===== src/rtl/out_ctl.sv =====
// rtl/out_ctl.sv - result FIFO and AXI-Stream-style drain for the conv output path
// Optional build macro OUT_CTL_RELU_EN clamps negative results to zero on push.
module out_ctl #(
  parameter int W     = 16,
  parameter int DEPTH = 4
) (
  input  logic         clk,
  input  logic         rst,
  input  logic [4:0]   sample,
  input  logic         s_init,
  input  logic         k_fin,
  input  logic [W-1:0] acc,
  output logic         out_busy,
  output logic         outrf,
  output logic         dst_valid,
  input  logic         dst_ready,
  output logic [W-1:0] dst_data,
  output logic         dst_last,
  output logic         done,
  output logic         err
);
  localparam int AW = (DEPTH > 1) ? $clog2(DEPTH) : 1;
  localparam int CW = AW + 1;
  localparam logic [CW-1:0] FULL = CW'(DEPTH);
  localparam logic [CW-1:0] HIGH = CW'(DEPTH - 1);

  logic [W-1:0]     mem_data [DEPTH];
  logic [DEPTH-1:0] mem_last;
  logic [AW-1:0]    wr_ptr;
  logic [AW-1:0]    rd_ptr;
  logic [CW-1:0]    cnt;
  logic [4:0]       idx;
  logic [4:0]       sample_q;

  logic       pop;
  logic       overflow;
  logic       push_ok;
  logic       push_last;
  logic [4:0] idx_cur;
  logic [4:0] sample_cur;
  logic [W-1:0] push_data;

  assign dst_valid = (cnt != '0);
  assign outrf     = (cnt == '0);
  // Busy one slot early so a pass already in flight still has room.
  assign out_busy  = (cnt >= HIGH);
  assign dst_data  = mem_data[rd_ptr];
  assign dst_last  = mem_last[rd_ptr];

  always_comb begin
    // A push in the same cycle as s_init belongs to the new pass.
    idx_cur    = s_init ? 5'd0 : idx;
    sample_cur = s_init ? sample : sample_q;
    push_last  = (idx_cur == sample_cur);
    pop        = dst_valid && dst_ready;
    overflow   = k_fin && (cnt == FULL) && !pop;
    push_ok    = k_fin && !overflow;
`ifdef OUT_CTL_RELU_EN
    push_data  = acc[W-1] ? '0 : acc;
`else
    push_data  = acc;
`endif
  end

  always_ff @(posedge clk or negedge rst) begin
    if (!rst) begin
      for (int i = 0; i < DEPTH; i++) mem_data[i] <= '0;
      mem_last <= '0;
      wr_ptr   <= '0;
      rd_ptr   <= '0;
      cnt      <= '0;
      idx      <= '0;
      sample_q <= '0;
      done     <= 1'b0;
      err      <= 1'b0;
    end else begin
      if (push_ok) begin
        mem_data[wr_ptr] <= push_data;
        mem_last[wr_ptr] <= push_last;
        wr_ptr           <= wr_ptr + 1'b1;
      end
      if (pop) rd_ptr <= rd_ptr + 1'b1;

      if (push_ok && !pop)      cnt <= cnt + 1'b1;
      else if (!push_ok && pop) cnt <= cnt - 1'b1;

      if (push_ok) idx <= push_last ? 5'd0 : idx_cur + 5'd1;
      else         idx <= idx_cur;

      if (s_init) sample_q <= sample;

      done <= pop && dst_last;

      if (s_init)        err <= 1'b0;
      else if (overflow) err <= 1'b1;
    end
  end
endmodule


===== config.mk =====
export PLATFORM = sky130hd
export DESIGN_NAME = out_ctl
export DESIGN_NICKNAME = d
export VERILOG_FILES = /design/src/rtl/out_ctl.sv
export SDC_FILE = /design/constraint.sdc
export NUM_CORES = 1
export LEC_CHECK = 0
export ABC_AREA = 1
export CORE_AREA = 2 2 113 115
export CTS_CLUSTER_SIZE = 20
export DETAILED_ROUTE_END_ITERATION = 8
export DIE_AREA = 0 0 115 117
export DONT_BUFFER_PORTS = 1
export PLACE_DENSITY = 0.49
export SYNTH_ARGS = -nofsm -noshare
export SYNTH_HDL_FRONTEND = slang
export SYNTH_SLANG_ARGS = --single-unit

===== constraint.sdc =====
create_clock -name clk -period 3.7 [get_ports clk]
set_clock_uncertainty 0.05 [all_clocks]
set_input_delay 0.555 -clock clk [delete_from_list [all_inputs] [get_ports clk]]
set_output_delay 0.555 -clock clk [all_outputs]
set_load 0.02 [all_outputs]

======== Word level (Yosys, flattened, before mapping) ========
Index checks and enable logic that the tools add are counted.
storage, ports and cells
  bits in registers ....................... 87
  input port bits ......................... 26
  output and inout bits ................... 22
  word-level logic and storage cells ...... 63
cells by class
  muxes and demuxes ....................... 19
  eq/ne operators ......................... 2
  magnitude comparators ................... 7
  bitwise operators ....................... 2
  reductions and logical operators ........ 16
  $add $sub $neg .......................... 5
operators with widths
  kind                                                                                  count
  64-bit bitwise mux                                                                    1
  16-bit two-way mux                                                                    3
  16-bit binary-select mux with 2-bit select                                            1
  16-bit demux with 2-bit select                                                        1
  5-bit two-way mux                                                                     4
  1-bit logical AND                                                                     9
  3-bit greater-or-equal comparator (second input constant)                             2
  2-bit by 3-bit < comparator with 1-bit output (second input constant)                 2
  3-bit two-way mux                                                                     2
  2-bit inverter with 3-bit output                                                      2
  5-bit by 1-bit adder with 5-bit output (second input constant)                        1
  5-bit == test                                                                         1
  2-bit by 1-bit adder with 2-bit output (second input constant)                        2
  4-bit bitwise mux                                                                     1
  1-bit two-way mux                                                                     4
  2-bit nonzero test                                                                    2
  3-bit by 1-bit adder with 3-bit output (second input constant)                        1
  3-bit == test (second input constant)                                                 1
  3-bit by 2-bit greater-or-equal comparator with 1-bit output (second input constant)  1
  1-bit zero test                                                                       3
  3-bit zero test                                                                       1
  3-bit by 1-bit < comparator with 1-bit output (second input constant)                 1
  3-bit nonzero test                                                                    1
  3-bit by 1-bit subtractor with 3-bit output (second input constant)                   1
  other kinds (3)                                                                       3

======== Longest topological paths before layout ========
  depth after elaboration ................. 10
  mapped depth ............................ 11
  gate-level depth less buffers ........... 11

======== Worst setup path before layout ========
OpenSTA, ideal clock, no wires.
  path kind ............................... register -> register
  from .................................... reg cnt[1]
  to ...................................... reg cnt[2]
  arrival time ............................ 2272 ps
  period minus slack after synthesis ...... 2453 ps
  library setup time ...................... 131 ps
  path slack .............................. 1247 ps
  data required time ...................... 3519 ps
  stages on the path, launching flop included .. 12
  cell sequence ........................... dfrtp_1 -> nor2_2 -> inv_1 -> nor2_1 -> inv_1 -> nand2_1 -> ha_1 -> inv_1 -> fa_1 -> a21oi_1 -> o21ai_0 -> xor2_1
between the ends
  word-level cells in the longest chain between the ends .. 9
ends and longest elaborated chain
  what                                 RTL line  text
  from (decl)                          31        logic [CW-1:0] cnt;
  from (signal assigned)               84        if (push_ok && !pop) cnt <= cnt + 1'b1;
  from (signal assigned)               85        else if (!push_ok && pop) cnt <= cnt - 1'b1;
  3-bit nonzero test *                 43        assign dst_valid = (cnt != '0);
  net dst_valid                        15        output logic dst_valid,
  1-bit logical AND *                  55        pop = dst_valid && dst_ready;
  1-bit zero test                      56, 84
  1-bit logical AND                    56        overflow = k_fin && (cnt == FULL) && !pop;
  1-bit zero test                      57        push_ok = k_fin && !overflow;
  1-bit logical AND                    57
  1-bit zero test                      85
  1-bit logical AND                    85
  2-bit nonzero test (no source line)  n/a
The timed path passes the listed nets; every way through them passes the cells marked *. The select of a mux whose other input is x is not followed.
A chain may end at the register's enable or synchronous reset.

======== Final worst setup path ========
Same ends and word-level chain as after synthesis.

==> flow_results.xml <==
<?xml version="1.0" encoding="UTF-8"?>
<metrics>
  <group name="logic_synthesis">
    <metric name="postSynthRegisterBits" unit="">87</metric>
    <metric name="synth_top_area_share" unit="%">51.6</metric>
    <metric name="synth_compound_gate_area_share" unit="%">18.3</metric>
    <metric name="dominant_combinational_cell_family_by_area_after_synthesis" unit="">compound AO/OA/AOI/OAI gates</metric>
    <metric name="synth.most_common_cell" unit="">sky130_fd_sc_hd__nand2_1</metric>
    <metric name="synth_top_flop_cell" unit="">sky130_fd_sc_hd__dfrtp_1</metric>
    <metric name="parity_gate_share_of_the_synthesized_area_counting_xor_and_xnor_cells" unit="%">1.04</metric>
    <metric name="synth-simple-area-share" unit="%">17.7</metric>
    <metric name="synth_area" unit="mm^2">0.00422</metric>
    <metric name="ys_top_cells_by_count" unit="">107 x sky130_fd_sc_hd__nand2_1, 87 x sky130_fd_sc_hd__dfrtp_1, 44 x sky130_fd_sc_hd__nor2_1</metric>
    <metric name="synthesized_netlist_net_count" unit="">508</metric>
    <metric name="synth_seq_area_share" unit="%">51.6</metric>
    <metric name="ys_top_cells_by_area" unit="">sky130_fd_sc_hd__dfrtp_1 52%, sky130_fd_sc_hd__nand2_1 9.5%, sky130_fd_sc_hd__o21ai_2 5.8%</metric>
    <metric name="synthesis.area_per_instance" unit="um^2">8.89</metric>
    <metric name="synth_top_area_cell" unit="">sky130_fd_sc_hd__dfrtp_1</metric>
    <metric name="synth_enable_flop_cells" unit="">0</metric>
    <metric name="synthMuxAreaShare" unit="%">0.267</metric>
    <metric name="synthDistinctLibCells" unit="">27</metric>
    <metric name="synth_adder_area_share" unit="%">2.25</metric>
    <metric name="synth.yosys.warnings" unit="">0</metric>
    <metric name="syn_inst" unit="">475</metric>
    <metric name="synth-async-reset-ratio" unit="%">100</metric>
  </group>
  <group name="timing">
    <metric name="period_needed" unit="ns">2.66</metric>
    <metric name="final.setup.tns" unit="ns">0</metric>
    <metric name="rsz0062_at_grt" unit="">false</metric>
    <metric name="fmaxAchievable" unit="GHz">0.375</metric>
    <metric name="final_max_tran_viols" unit="">0</metric>
    <metric name="report.final.hold_viol_count" unit="">0</metric>
    <metric name="layout_worst_path_cycle_share" unit="%">72.0</metric>
    <metric name="setup_viol_count_final" unit="">0</metric>
    <metric name="slew_at_the_pin_closest_to_its_max_slew_limit" unit="ns">0.568</metric>
    <metric name="worst_slew_margin_rel" unit="%">62.1</metric>
  </group>
  <group name="worst_setup_path">
    <metric name="worst_setup_path_end_kind" unit="">flip-flop</metric>
    <metric name="critical_path_cell_list" unit="">nor2_2 -&gt; inv_1 -&gt; nor2_1 -&gt; inv_1 -&gt; nand2_1 -&gt; ha_1 -&gt; inv_1 -&gt; fa_1 -&gt; a21oi_1 -&gt; o21ai_0 -&gt; xor2_1</metric>
    <metric name="worstSetupStartpoint" unit="">cnt[1]</metric>
    <metric name="cpMaxStageDelayCell" unit="">sky130_fd_sc_hd__dfrtp_1</metric>
    <metric name="max_stage_delay" unit="ns">0.42</metric>
    <metric name="critPathTopFamily" unit="">simple AND/OR/NAND/NOR gates</metric>
    <metric name="path_buf_inv" unit="">3</metric>
    <metric name="crit_path_class" unit="">reg -&gt; reg</metric>
    <metric name="data_arrival_time_of_the_worst_path" unit="ns">2.83</metric>
    <metric name="reg2reg_from" unit="">cnt[1]</metric>
    <metric name="largest_fanout_on_the_critical_path" unit="">4</metric>
    <metric name="critPathRequiredTime" unit="ns">3.86</metric>
    <metric name="startpoint_type" unit="">flip-flop</metric>
    <metric name="most_common_cell_type_on_the_critical_path" unit="">sky130_fd_sc_hd__inv_1</metric>
  </group>
  <group name="clocking">
    <metric name="maximum_root_to_sink_buffer_count" unit="">2</metric>
    <metric name="numClockSinks" unit="">87</metric>
    <metric name="ctsHtreeMaxLevel" unit="">3</metric>
    <metric name="clkTransAtPathRegs" unit="ns">0.06</metric>
    <metric name="cts-buffers-inserted" unit="">9</metric>
    <metric name="post_cts.repair.setup_buffers" unit="">0</metric>
    <metric name="worst_skew_pair.late_latency" unit="ns">0.34</metric>
    <metric name="cts-root-buf" unit="">sky130_fd_sc_hd__clkbuf_16</metric>
    <metric name="cts_tree" unit="">yes</metric>
  </group>
  <group name="drt">
    <metric name="met3_length" unit="um">488</metric>
    <metric name="wirelength_met1" unit="mm">4.27</metric>
    <metric name="wl" unit="mm">8.91</metric>
    <metric name="post_drt_wl_per_cell" unit="um">14.3</metric>
    <metric name="wl_met2" unit="mm">4.01</metric>
    <metric name="detailedRoute.firstIterationViolations" unit="">210</metric>
    <metric name="antenna_left" unit="">0</metric>
    <metric name="top_layer" unit="">met4</metric>
    <metric name="drt_drc_violations_left" unit="">0</metric>
    <metric name="route.vias.total" unit="">2965</metric>
    <metric name="route.detailed.vias_per_inst" unit="">4.77</metric>
    <metric name="drt_first_pass_iters" unit="">4</metric>
  </group>
  <group name="cells_and_area">
    <metric name="fillers" unit="">1320</metric>
    <metric name="antenna_cells" unit="">0</metric>
    <metric name="area_of_the_multi_input_gates" unit="mm^2">0.00167</metric>
    <metric name="fin_util" unit="%">36.9</metric>
    <metric name="areaGrowthSynthToFinish" unit="%">7.50</metric>
    <metric name="final_layout_size_suffix_gt1_share" unit="%">12.1</metric>
    <metric name="regArea" unit="mm^2">0.00218</metric>
    <metric name="fin_nets" unit="">499</metric>
  </group>
  <group name="outcome">
    <metric name="run_status" unit="">complete, no violations</metric>
  </group>
  <group name="pwr">
    <metric name="power_leakage" unit="nW">2.21</metric>
    <metric name="fin_total_pwr" unit="mW">4.00</metric>
    <metric name="peakVddDrop" unit="mV">0.511</metric>
    <metric name="power.density" unit="mW/mm^2">881</metric>
  </group>
  <group name="grt">
    <metric name="antenna_found_initial" unit="">0</metric>
    <metric name="first_global_vias" unit="">2975</metric>
    <metric name="overflow" unit="">0</metric>
    <metric name="grt_util_all_layers" unit="%">14.7</metric>
    <metric name="grt_pass1_wl" unit="mm">15.1</metric>
    <metric name="grt_max_degree" unit="">88</metric>
  </group>
  <group name="hold_path">
    <metric name="hold_class" unit="">in -&gt; async</metric>
  </group>
  <group name="floorplanning">
    <metric name="io-pin-count" unit="">48</metric>
    <metric name="row_count" unit="">41</metric>
    <metric name="coreArea" unit="mm^2">0.0123</metric>
    <metric name="die_outline_height" unit="um">117</metric>
    <metric name="floorplan.die_area" unit="mm^2">0.0135</metric>
    <metric name="start_util" unit="%">34.3</metric>
    <metric name="die-width" unit="um">115</metric>
  </group>
  <group name="placement">
    <metric name="gp_congestion" unit="">0.706</metric>
    <metric name="dp_hpwl" unit="mm">5.40</metric>
    <metric name="port_buffers" unit="">0</metric>
  </group>
  <group name="flow_run">
    <metric name="max_cap_viol_count" unit="">0</metric>
  </group>
</metrics>
## worst paths after layout
| kind | to | slack [ns] | cells past startpoint |
|---|---|---|---|
| max | cnt[2] | 1.04 | 11 |
| max in group asynchronous | sample_q[0] | 3.19 | 1 |
| max reg2reg | cnt[2] | 1.04 | 11 |
| min reg2reg | mem_data[34] | 0.43 | 2 |
| min in group clk | err | 0.22 | 1 |
| min | mem_data[10] | 0.06 | 1 |
## layer usage
| layer | track usage [%] | vias to the layer above |
|---|---|---|
| met1 | 19.5 | 1374 |
| met2 | 23.2 | 59 |
| met3 | 4.07 | 11 |
| met5 | 0 | - |
| met4 | 5.78 | 0 |
| li1 | - | 1521 |
## cells in the final DEF (no fill, tap or decap)
| cell | synthesis | routed |
|---|---|---|
| sky130_fd_sc_hd__xor2_1 | 4 | 4 |
| sky130_fd_sc_hd__nand3_2 | 1 | 1 |
| sky130_fd_sc_hd__clkinvlp_4 | 0 | 2 |
| sky130_fd_sc_hd__and2_1 | 4 | 4 |
| sky130_fd_sc_hd__clkbuf_8 | 0 | 2 |
| sky130_fd_sc_hd__nand3_1 | 16 | 16 |
| sky130_fd_sc_hd__buf_16 | 0 | 1 |
| sky130_fd_sc_hd__buf_4 | 0 | 4 |
| sky130_fd_sc_hd__a31oi_1 | 1 | 1 |
| sky130_fd_sc_hd__nor2_1 | 44 | 44 |
| sky130_fd_sc_hd__mux2_2 | 1 | 1 |
| sky130_fd_sc_hd__clkbuf_16 | 0 | 9 |
| sky130_fd_sc_hd__nand2_1 | 107 | 107 |
| sky130_fd_sc_hd__a21boi_4 | 1 | 1 |
| sky130_fd_sc_hd__nand2_2 | 1 | 1 |
| sky130_fd_sc_hd__clkinv_1 | 1 | 1 |
| sky130_fd_sc_hd__o21ai_0 | 36 | 36 |
| sky130_fd_sc_hd__a21oi_1 | 4 | 4 |
| sky130_fd_sc_hd__nor2_2 | 2 | 2 |
| sky130_fd_sc_hd__inv_1 | 43 | 43 |
| sky130_fd_sc_hd__fa_1 | 1 | 1 |
| sky130_fd_sc_hd__xnor2_1 | 1 | 1 |
| sky130_fd_sc_hd__nand2_4 | 4 | 4 |
| sky130_fd_sc_hd__clkbuf_1 | 9 | 3 |
| sky130_fd_sc_hd__o22ai_1 | 16 | 16 |
| sky130_fd_sc_hd__o21ai_2 | 28 | 28 |
| sky130_fd_sc_hd__dfrtp_1 | 87 | 87 |
| sky130_fd_sc_hd__ha_1 | 6 | 6 |
| sky130_fd_sc_hd__inv_4 | 1 | 1 |
| sky130_fd_sc_hd__o21ai_1 | 40 | 40 |
## timing repair
action,4_1_cts,5_1_grt
endpoints found under the hold margin,87,0
gates resized for setup,0,0
hold buffers,1,0
## through the flow
| step | instance area (um^2) | setup WS [ns] | instances | hold slack [ns] |
|---|---|---|---|---|
| detailed placement | 4230 | 1.04 | 604 | 0.212 |
| global placement | 4230 | 1.10 | 604 | 0.212 |
| CTS | 4540 | 1.02 | 621 | 0.0896 |
| floorplan | 4220 | 1.25 | 475 | 0.209 |
| finish | 4540 | 1.04 | 621 | 0.0638 |
| global route | 4540 | 0.850 | 621 | 0.107 |
## report_power, final
group          internal, mW  switching, mW
registers              1.33          0.204
clock network         0.492          0.355
logic                 0.499           1.12
## cell type report
class	count	share of cell area, %
Tap cell	150	4.13
Timing Repair Buffer	5	1.27
Clock inverter	2	0.331
Sequential cell	87	48.0
Clock buffer	14	5.82
Multi-Input combinational cell	318	36.7
Inverter	45	3.78
## registers in the layout, summed over array words and instances (netlist names)
name      flops
mem_last      4
err           1
sample_q      5
idx           5
wr_ptr        2
rd_ptr        2
mem_data     64
cnt           3
done          1
## kinds of logic after synthesis
logic type | after synthesis
and+or+nand+nor | 179
AOI/OAI and AO/OA | 126
DFF | 87
buffers and inverters | 70
adders and majority gates | 7
xor gates and xnor gates | 5
muxes | 1
No activity file was read; power rests on OpenSTA's default activity.
